<file path="config.mk">
export PLATFORM = sky130hd
export DESIGN_NAME = mem_access_ctrl
export DESIGN_NICKNAME = d
export VERILOG_FILES = /design/src/rtl/mem_access_ctrl.sv
export SDC_FILE = /design/constraint.sdc
export NUM_CORES = 1
export LEC_CHECK = 0
export ABC_AREA = 1
export BUFFER_PORTS_ARGS = -buffer_cell sky130_fd_sc_hd__buf_2
export CAP_MARGIN = 20
export CORE_ASPECT_RATIO = 1.75
export CORE_UTILIZATION = 45
export CTS_CLUSTER_DIAMETER = 100
export CTS_CLUSTER_SIZE = 10
export DETAILED_ROUTE_END_ITERATION = 12
export PLACE_DENSITY = 0.77
export SYNTH_ARGS = -nofsm -noshare
export SYNTH_HDL_FRONTEND = slang
export SYNTH_SLANG_ARGS = --single-unit
export TNS_END_PERCENT = 30
</file>
<file path="constraint.sdc">
create_clock -name clk -period 1.9 [get_ports clk]
set_input_delay 0.095 -clock clk [delete_from_list [all_inputs] [get_ports clk]]
set_output_delay 0.095 -clock clk [all_outputs]
set_load 0.05 [all_outputs]
</file>
<file path="src/rtl/mem_access_ctrl.sv">
// MEM-stage controller for a word-wide, negedge-clocked data RAM with no byte lanes.
// Byte and half stores run as read-modify-write; loads are lane-extracted and extended.
module mem_access_ctrl #(
   parameter int ADDR_WIDTH = 12
) (
   input  logic                  clk,
   input  logic                  rst_n,
   input  logic                  req_valid,
   output logic                  req_ready,
   input  logic                  req_we,
   input  logic [1:0]            req_size,
   input  logic                  req_unsigned,
   input  logic [ADDR_WIDTH-1:0] req_addr,
   input  logic [31:0]           req_wdata,
   output logic                  rsp_valid,
   output logic                  rsp_err,
   output logic [31:0]           rsp_rdata,
   output logic [ADDR_WIDTH-3:0] ram_addr,
   output logic [31:0]           ram_din,
   output logic                  ram_we,
   output logic                  ram_en,
   input  logic [31:0]           ram_dout
);

   typedef enum logic [2:0] {
      S_IDLE,
      S_READ,
      S_WRITE,
      S_RMW_READ,
      S_RMW_WRITE
   } state_t;

   state_t                r_state;
   state_t                w_next;
   logic [ADDR_WIDTH-1:0] r_addr;
   logic [1:0]            r_size;
   logic                  r_uns;
   logic [31:0]           r_wdata;
   logic [31:0]           r_merged;
   logic                  r_rsp_valid;
   logic                  r_rsp_err;
   logic [31:0]           r_rsp_rdata;
   logic                  w_accept;
   logic                  w_bad;

   function automatic logic [31:0] f_extend(input logic [31:0] word, input logic [1:0] off,
                                            input logic [1:0] size, input logic uns);
      logic [7:0]  b;
      logic [15:0] h;
      logic [31:0] res;
      b = word[{off, 3'b000} +: 8];
      h = word[{off[1], 4'b0000} +: 16];
      case (size)
         2'b00:   res = uns ? {24'b0, b} : {{24{b[7]}}, b};
         2'b01:   res = uns ? {16'b0, h} : {{16{h[15]}}, h};
         default: res = word;
      endcase
      return res;
   endfunction

   function automatic logic [31:0] f_merge(input logic [31:0] word, input logic [31:0] wdata,
                                           input logic [1:0] off, input logic [1:0] size);
      logic [31:0] res;
      res = word;
      if (size == 2'b00) res[{off, 3'b000} +: 8] = wdata[7:0];
      else               res[{off[1], 4'b0000} +: 16] = wdata[15:0];
      return res;
   endfunction

   assign w_accept = req_valid && (r_state == S_IDLE);
   assign w_bad    = (req_size == 2'b11) ||
                     ((req_size == 2'b01) && req_addr[0]) ||
                     ((req_size == 2'b10) && (req_addr[1:0] != 2'b00));

   always_comb begin
      w_next = r_state;
      case (r_state)
         S_IDLE: begin
            if (w_accept && !w_bad) begin
               if (!req_we)                w_next = S_READ;
               else if (req_size == 2'b10) w_next = S_WRITE;
               else                        w_next = S_RMW_READ;
            end
         end
         S_RMW_READ: w_next = S_RMW_WRITE;
         default:    w_next = S_IDLE;
      endcase
   end

   always_ff @(posedge clk or negedge rst_n) begin
      if (!rst_n) begin
         r_state     <= S_IDLE;
         r_addr      <= '0;
         r_size      <= 2'b00;
         r_uns       <= 1'b0;
         r_wdata     <= '0;
         r_merged    <= '0;
         r_rsp_valid <= 1'b0;
         r_rsp_err   <= 1'b0;
         r_rsp_rdata <= '0;
      end else begin
         r_state     <= w_next;
         r_rsp_valid <= 1'b0;
         r_rsp_err   <= 1'b0;
         if (w_accept) begin
            r_addr  <= req_addr;
            r_size  <= req_size;
            r_uns   <= req_unsigned;
            r_wdata <= req_wdata;
         end
         // ram_dout holds the word read on the preceding falling edge
         case (r_state)
            S_IDLE: begin
               if (w_accept && w_bad) begin
                  r_rsp_valid <= 1'b1;
                  r_rsp_err   <= 1'b1;
                  r_rsp_rdata <= '0;
               end
            end
            S_READ: begin
               r_rsp_valid <= 1'b1;
               r_rsp_rdata <= f_extend(ram_dout, r_addr[1:0], r_size, r_uns);
            end
            S_RMW_READ: r_merged <= f_merge(ram_dout, r_wdata, r_addr[1:0], r_size);
            default: begin
               r_rsp_valid <= 1'b1;
               r_rsp_rdata <= '0;
            end
         endcase
      end
   end

   assign req_ready = (r_state == S_IDLE);
   assign rsp_valid = r_rsp_valid;
   assign rsp_err   = r_rsp_err;
   assign rsp_rdata = r_rsp_rdata;
   assign ram_addr  = r_addr[ADDR_WIDTH-1:2];
   assign ram_en    = (r_state == S_READ) || (r_state == S_RMW_READ);
   assign ram_we    = (r_state == S_WRITE) || (r_state == S_RMW_WRITE);
   assign ram_din   = (r_state == S_WRITE)     ? r_wdata  :
                      (r_state == S_RMW_WRITE) ? r_merged : 32'h0;

endmodule
</file>
After elaboration in Yosys (flattened, before gate mapping)
Index checks and enable logic that the tools add are counted.
- logic and storage cells: 59
- memories kept: 0
- output and inout port bits: 79
- register bits after elaboration: 116
- bits of input ports: 83
- bits in latches: 0
- memory bits (writable): 0
- memory bits (read-only): 0
- equal/unequal tests: 10
- div/mod/pow operators: 0
- shift operators: 6
- reductions and logical operators: 14
- multipliers: 0
- add/subtract/negate cells: 2
- mux-type cells: 17
- bitwise logic cells: 1
- order comparisons: 0
- operator list (kind ; count):
    two-way mux 32 bit ; 6
    one-hot mux 32 bit (3 select lines) ; 1
    bitwise mux 32 bit ; 2
    one-hot mux 32 bit (2 select lines) ; 1
    variable shift 16 x 7 -> 32 bit, first input constant ; 1
    variable shift 8 x 7 -> 32 bit, first input constant ; 1
    indexed part select 16 x 7 -> 32 bit ; 1
    indexed part select 32 x 6 -> 16 bit ; 1
    indexed part select 32 x 6 -> 8 bit ; 1
    indexed part select 8 x 7 -> 32 bit ; 1
    negation 5 -> 7 bit ; 2
    == test 3 x 2 -> 1 bit, second input constant ; 2
    one-hot mux 3 bit (2 select lines) ; 1
    logical AND 1 bit ; 5
    == test 2 x 1 -> 1 bit, second input constant ; 2
    == test 2 bit, second input constant ; 2
    logical OR 1 bit ; 4
    inequality test 2 x 1 -> 1 bit, second input constant ; 2
    == test 3 x 1 -> 1 bit, second input constant ; 1
    == test 3 bit, second input constant ; 1
    logical NOT 3 bit ; 1
    two-way mux 1 bit ; 3
    two-way mux 3 bit ; 1
    logical NOT 2 bit ; 1
    6 further kinds ; 6

Logic depth before layout (Yosys ltp)
Gate-level depths: netlist (run 1).
- depth in word-level cells: 8
- gate-level depth with buffers: 12
- gate-level depth less buffers: 9

Least setup slack after synthesis (run 1)
No wires, ideal clock.
- kind: flip-flop to flip-flop
- from: register r_addr[0]
- to: register r_merged[13]
- setup slack: -0.179 ns
- required time: 1.771 ns
- path buffers: 3
- clock period less this slack: 2.079 ns
- stages on the path, launching flop included: 9
- data arrival time: 1.951 ns
- library setup time: 0.129 ns
- cell sequence: dfrtp_1 -> inv_1 -> clkbuf_1 -> ha_1 -> clkbuf_1 -> clkbuf_1 -> nor3_1 -> a21oi_1 -> o22ai_1
- cells in the longest elaborated chain, start to end: 4
- elaborated cells on any way between the ends: 5
- classes of those cells: add/sub: 1; shift: 2; mux: 2
- ends and longest elaborated chain (what ; RTL line ; RTL):
    from (decl) ; 35 ; logic [ADDR_WIDTH-1:0] r_addr;
    from (signal assigned) ; 106 ; r_addr <= req_addr;
    negation 5 -> 7 bit * ; 65 ; if (size == 2'b00) res[{off, 3'b000} +: 8] = wdata[7:0];
    indexed part select 8 x 7 -> 32 bit or variable shift 8 x 7 -> 32 bit (tied branches) ; 65 ;
    bitwise mux 32 bit * ; 65 ;
    two-way mux 32 bit * ; 65 ;
    to (signal assigned) ; 124 ; S_RMW_READ: r_merged <= f_merge(ram_dout, r_wdata, r_addr[1:0], r_size);
    to (decl) ; 39 ; logic [31:0] r_merged;
Every way passes the cells marked *; elsewhere a longest branch is shown, timed or not.
A chain may end at the register's enable or synchronous reset.

Worst setup path in the final report (run 1)
- from: register r_state[2]
- to: output ram_din[10]
- cells in the longest elaborated chain, start to end: 3
- elaborated cells on any way between the ends: 4
- classes of those cells: eq/ne: 2; mux: 2
- ends and longest elaborated chain (what ; RTL line ; RTL):
    from (decl) ; 33 ; state_t r_state;
    from (signal assigned) ; 102 ; r_state <= w_next;
    == test 3 bit ; 141 ; (r_state == S_RMW_WRITE) ? r_merged : 32'h0;
    two-way mux 32 bit ; 141 ;
    two-way mux 32 bit * ; 140 ; assign ram_din = (r_state == S_WRITE) ? r_wdata :
    to (decl) ; 19 ; output logic [31:0] ram_din,
Marked as above.

==> reports/metrics.yaml, run 1 <==
status: "complete, no violations"
root_buffer: "clkbuf_16"
fin_crit_ns: 1.87
yosysSeqAreaShare: 0.446
worst_setup_path_end_kind: "output port"
avgRoutedWirePerCell_um: 16.7
numPortBuffers: 161
hold_violations: 0
cp_data_arrival_time_ns: 1.78
cap_violations: 0
num_antenna_cells: 0
dp_cells: 1200
syn-instance-count: 895
tns_ns: 0
htreeDepth: 4
vias_per_cell: 5.43
grt_use_total: 0.294
synthTopCellsByArea: "dfrtp_1 45%, nand2_1 17%, o21ai_0 12%"
synthFlopType: "dfrtp_1"
synth_top_cell_by_area: "dfrtp_1"
p_leak_nw: 4.61
synthArstFlopShare: 1.00
route.detailed.drc: 0
clockBufferDepth: 2
finalNetCount: 1179
rsz0062_at_grt: "yes"
clkTransAtPathRegs_ns: 0.05
fill_cells: 1296
yosysUniqueCellTypes: 30
syn-num-nets: 983
peakVddDrop_uv: 671
ys_warn_count: 0
ant_nets: 0
die_width_um: 93.0
fin_crit_sh: 0.985
grt_pass1_wl_um: 33700
syn_area_sq_um: 6510
dr.pass1.iters: 6
start_kind: "flip-flop"
power_density_nw_per_um2: 1080
dp_hpwl_um: 14900
syn_area_per_cell_sq_um: 7.28
rows: 57
grt_pass1_vias: 6844
tightest_slew_ns: 0.597
num_vias: 6958
relSlewSlack: 0.599
rr_worst_depth: 6
synth-edff-count: 0
grt_max_degree: 83
hp-class: "in2reg"
layoutNonFillerInstCount: 1281
core_area_sq_um: 14000
routed_wl_um: 21400
antenna_found_initial: 0
cts.sinks: 116
path_max_fanout: 17
cts_tree: "done"
skew_ns: 0.00517
globalplace.congestion: 0.906
grt-ovfl-total: 0
yosys.area.top_type_share: 0.446
dieArea_sq_um: 15000
whs_path_depth: 5
cts-buffers-inserted: 17
post_cts_buffers: 0
die_h_um: 161
ys_seq_elements: 116
drive_above_1_share: 0.226
clk_latency_ns: 0.42
cp.required_ns: 1.80
drv_slew: 0
worst-setup-path-type: "reg2out"
finalSetupViolations: 0
io_pins: 162
start_util: 0.466
area.growth.synth_to_final_pct: 33.9
synth_common_cells: "287 x nand2_1, 154 x o21ai_0, 116 x dfrtp_1"
initialDrtViolationCount: 594
whs_ns: 0.0560
max_freq_ghz: 0.535
synth.most_common_cell: "nand2_1"
[repair_timing]
| item | in CTS | in global routing |
|---|---|---|
| hold endpoints to repair | 164 | 0 |
| hold buffers | 49 | 0 |
| resized for setup | 17 | 34 |
| endpoints found under the setup margin | 13 | 24 |
[cell families (layout without fill, tap and decap cells)]
group	after synthesis	count (layout)	synth area share
adder cells (fa/ha/maj)	5	5	0.00960
buffers and inverters	161	370	0.108
AND/OR/NAND/NOR	380	380	0.245
AO/OA/AOI/OAI	233	233	0.191
flip-flops	116	116	0.446
[flip-flops by register name, indices dropped and copies added (netlist names)]
register / count
r_merged: 32
r_wdata: 32
rsp_rdata: 32
r_addr: 12
r_state: 3
r_size: 2
r_uns: 1
rsp_err: 1
rsp_valid: 1
[worst max-delay path, cell delays in order (launching register included)]
cell     delay, ns
dfrtp_1       0.44
nor2_4        0.15
nand2_1       0.06
buf_4         0.23
o22ai_1       0.23
buf_4         0.24
[cell type report]
class | instances | area [sq um] | area share
Timing Repair Buffer | 242 | 1680 | 0.193
Multi-Input combinational cell | 618 | 2940 | 0.337
Inverter | 96 | 363 | 0.0416
Clock buffer | 19 | 453 | 0.0519
Clock inverter | 13 | 158 | 0.0181
Tap cell | 177 | 221 | 0.0254
Sequential cell | 116 | 2900 | 0.333
[worst paths after layout]
kind / endpoint / from / slack, ns
min in group asynchronous: r_wdata[2] / rst_n / 0.10
max in group asynchronous: rsp_rdata[17] / rst_n / 1.20
worst max register to register: r_merged[30] / r_addr[1] / 0.09
worst min register to register: r_addr[2] / r_addr[2] / 0.46
worst max-delay path: ram_din[10] / r_state[2] / 0.03
worst min-delay path: rsp_rdata[10] / ram_dout[10] / 0.06
[placed cells by master, fill, tap and decap left out, drive strengths merged]
master and instances:
nand4 1, bufinv 3, nand2 292, a21oi 26
o22ai 40, dfrtp 116, inv 95, clkbuf 25
nor2 10, nor3 18, buf 187, dlygate4sd3 49
clkinvlp 4, o21bai 8, nand3 59, o21ai 159
clkinv 7, ha 5
[per-layer routing]
| layer | global-route usage | up-vias | share of wire |
|---|---|---|---|
| li1 | - | 3301 | - |
| met1 | 0.318 | 3242 | 0.36 |
| met2 | 0.516 | 324 | 0.52 |
| met3 | 0.0490 | 91 | 0.062 |
| met4 | 0.194 | 0 | 0.060 |
| met5 | 0 | - | 0 |
[stage by stage]
step / area, sq um / worst slack (ns) / power [mW] / util
final: 8720 / 0.0294 / 9.38 / 0.624
after global routing: 8720 / -0.0455 / 9.84 / 0.624
after CTS: 8660 / -0.0180 / 9.36 / 0.619
after detailed placement: 7510 / 0.148 / 5.97 / 0.537
after global placement: 7510 / 0.176 / 5.91 / 0.537
after floorplan: 6520 / -0.146 / 5.19 / -
[report_power, final]
| group | total (mW) | switching, mW | internal [mW] |
|---|---|---|---|
| Sequential | 3.19 | 0.213 | 2.97 |
| Combinational | 2.90 | 2.03 | 0.873 |
| Clock | 3.30 | 1.17 | 2.12 |
Power figures use the tool's default switching activity.
==> inputs of run 2 (changes only) <==
ABC_AREA = default   (was 1)
CORE_MARGIN = 4   (was default)
PLACE_DENSITY = 0.75   (was 0.77)
clock period = 2.4 ns   (was 1.9 ns; I/O delays follow)
==> run 2 against run 1 <==
  * Via count down 26%
  * Synthesized cell count down 43%
  * Non-clock buffer count is 15 lower
  * Global-route usage shrank 3.5 points
  * Clock power decreased by 15%
  * Flip-flop and latch count is the same
  * Critical path depth grew 1
  * Count of clock-buffer cells in the layout increased by 4
  * Clock skew up 0.0033 ns
  * Worst hold slack lost 0.044 ns
  * First-iteration DRC count is 40% lower
  * Synthesized area decreased by 9.9%
==> reports/metrics.yaml, run 2 <==
synthTopCellsByArea: "dfrtp_1 49%, mux2_2 9.8%, a22o_1 6.3%"  # was dfrtp_1 45%, nand2_1 17%, o21ai_0 12%
cp_data_arrival_time_ns: 2.58  # was 1.78 ns
cp.required_ns: 2.74  # was 1.80 ns
dp_hpwl_um: 13600  # was 14900 um
max_freq_ghz: 0.446
synthArstFlopShare: 1.00  # unchanged
synth.most_common_cell: "dfrtp_1"  # was nand2_1
worst_slack_ns: 0.160  # was 0.0294 ns
placed_cell_area_sq_um: 6760  # was 7510 sq um
dieArea_sq_um: 15000  # about the same
start_kind: "flip-flop"  # unchanged
rsz0062_at_grt: "no"  # was yes
cts_resized: 0  # was 17
die_width_um: 94.3  # was 93.0 um
fin_crit_ns: 2.24
syn_area_sq_um: 5870  # was 6510 sq um
cts_tree: "done"  # unchanged
syn-instance-count: 506  # was 895
grt_max_degree: 97  # was 83
routed_wl_um: 19200  # was 21400 um
fin_area_sq_um: 7920  # was 8720 sq um
relSlewSlack: 0.371  # was 0.599
vias_per_cell: 5.83  # was 5.43
clk_latency_ns: 0.41  # was 0.42 ns
finalNetCount: 789  # was 1179
numPortBuffers: 161  # unchanged
ys_seq_elements: 116  # unchanged
synth_top_cell_by_area: "dfrtp_1"  # unchanged
fill_cells: 1026  # was 1296
initialDrtViolationCount: 358  # was 594
grt_pass1_vias: 5294  # was 6844
syn-num-nets: 594  # was 983
syn_area_per_cell_sq_um: 11.6  # was 7.28 sq um
clockBufferDepth: 2  # unchanged
rows: 55  # was 57
dr.pass1.iters: 9  # was 6
worst-setup-path-type: "reg2reg"  # was reg2out
cap_violations: 0  # unchanged
worst_setup_path_end_kind: "flip-flop"  # was output port
yosysUniqueCellTypes: 52  # was 30
grt_pass1_wl_um: 29400  # was 33700 um
peakVddDrop_uv: 521  # was 671 uV
globalplace.congestion: 0.949  # was 0.906
place_ws_ns: 0.207  # was 0.148 ns
die_h_um: 159  # was 161 um
tightest_slew_ns: 0.936  # was 0.597 ns
tns_ns: 0  # unchanged
reg2reg_from: "r_addr[0]"  # was r_addr[1]
ys_warn_count: 0  # unchanged
critPathLaunch: "r_addr[0]"  # was r_state[2]
clkTransAtPathRegs_ns: 0.05  # about the same
htreeDepth: 4  # unchanged
final_common_cell: "buf_2"  # was nand2_1
hp-class: "in2reg"  # unchanged
yosysSeqAreaShare: 0.495  # was 0.446
drive_above_1_share: 0.394  # was 0.226
grt-ovfl-total: 0  # unchanged
power_density_nw_per_um2: 959  # was 1080 nW/um^2
ant_nets: 0  # unchanged
finalSetupViolations: 0  # unchanged
skew_ns: 0.00847  # was 0.00517 ns
yosys.area.top_type_share: 0.495  # was 0.446
min_from: "req_addr[0]"  # was ram_dout[10]
synth_common_cells: "116 x dfrtp_1, 51 x mux2_2, 42 x a22o_1, 42 x nand2_1, 23 x a221o_1"  # was 287 x nand2_1, 154 x o21ai_0, 116 x dfrtp_1
fin_crit_sh: 0.933
area.growth.synth_to_final_pct: 34.9  # was 33.9%
p_leak_nw: 3.89  # was 4.61 nW
p_total_mw: 7.59  # was 9.38 mW
cts-buffers-inserted: 17  # unchanged
grt_use_total: 0.259  # was 0.294
mostFrequentLayoutCells: "160 x buf_2, 116 x dfrtp_1, 51 x mux2_2, 50 x dlygate4sd3_1"  # was 287 x nand2_1, 148 x o21ai_0, 132 x buf_2, 115 x dfrtp_1, 90 x inv_1
hold_violations: 0  # unchanged
cts.sinks: 116  # unchanged
finalCoreUtilization: 0.615  # was 0.624
root_buffer: "clkbuf_16"  # unchanged
io_pins: 162  # unchanged
status: "complete, no violations"  # unchanged
path_max_fanout: 9  # was 17
synth-edff-count: 0  # unchanged
core_area_sq_um: 12900  # was 14000 sq um
start_util: 0.456  # was 0.466
synthFlopType: "dfrtp_1"  # unchanged
route.detailed.drc: 0  # unchanged
drv_slew: 0  # unchanged
avgRoutedWirePerCell_um: 21.6  # was 16.7 um
antenna_found_initial: 1  # was 0
num_vias: 5161  # was 6958
-- run 2: what timing repair did --
action	in CTS	in global routing
setup buffers	0	0
hold buffers	50	0
hold endpoints to repair	70	0
-- run 2: critical path: stages, from the launching register on --
cell and delay, ns:
dfrtp_1 0.49, inv_1 0.22, ha_1 0.29, nor2_1 0.19, nand4_1 0.12, a21oi_1 0.61
a221o_1 0.27
-- run 2: cell families (layout without fill, tap and decap cells) --
group | count (synthesis) | after routing | share of synthesized area
compound gates | 167 | 167 | 0.236
flops | 116 | 116 | 0.495
simple gates | 86 | 86 | 0.0755
buf+inv | 68 | 275 | 0.0603
mux | 63 | 63 | 0.121
fa+ha+maj | 5 | 5 | 0.0107
xor+xnor | 1 | 1 | 0.00149
other cells | 0 | 1 | 0
-- run 2: stage by stage --
stage | instances | hold slack [ns]
2_1_floorplan | 506 | -0.176
3_3_place_gp | 803 | 0.0127
3_5_place_dp | 803 | 0.0263
4_1_cts | 884 | 0.000126
5_1_grt | 885 | 0.0149
6_report | 885 | 0.0117
-- run 2: final timing paths --
path,end,slack [ns],cells past startpoint
setup / recovery,r_merged[22],0.16,6
hold / removal,r_addr[0],0.01,3
setup reg to reg,r_merged[22],0.16,6
hold reg to reg,rsp_rdata[12],0.47,1
max in group asynchronous,r_state[0],1.44,3
min in group asynchronous,r_wdata[23],0.15,2
-- run 2: final cells by class --
cell class	count	area, sq um	area share
diodes	1	2.50	0.000316
clock buffers	23	488	0.0616
clock inverters	8	171	0.0216
inverters	17	63.8	0.00806
multi-input cells	322	2620	0.331
flip-flops and latches	116	2900	0.367
well taps	171	214	0.0270
repair buffers	227	1450	0.184
-- run 2: where the power goes --
group / leakage, nW / switching (mW) / internal (mW)
combinational: 2.14 / 1.27 / 0.762
sequential: 1.44 / 0.361 / 2.38
clock: 0.319 / 0.872 / 1.95
-- run 2: routing by layer --
metal	wire (um)	share of wire	global-route usage	vias to the layer above
met5	0	0	0	-
met4	927	0.048	0.138	0
met3	1070	0.056	0.0530	59
met2	9960	0.52	0.439	230
met1	7200	0.38	0.302	2554
li1	-	-	-	2318
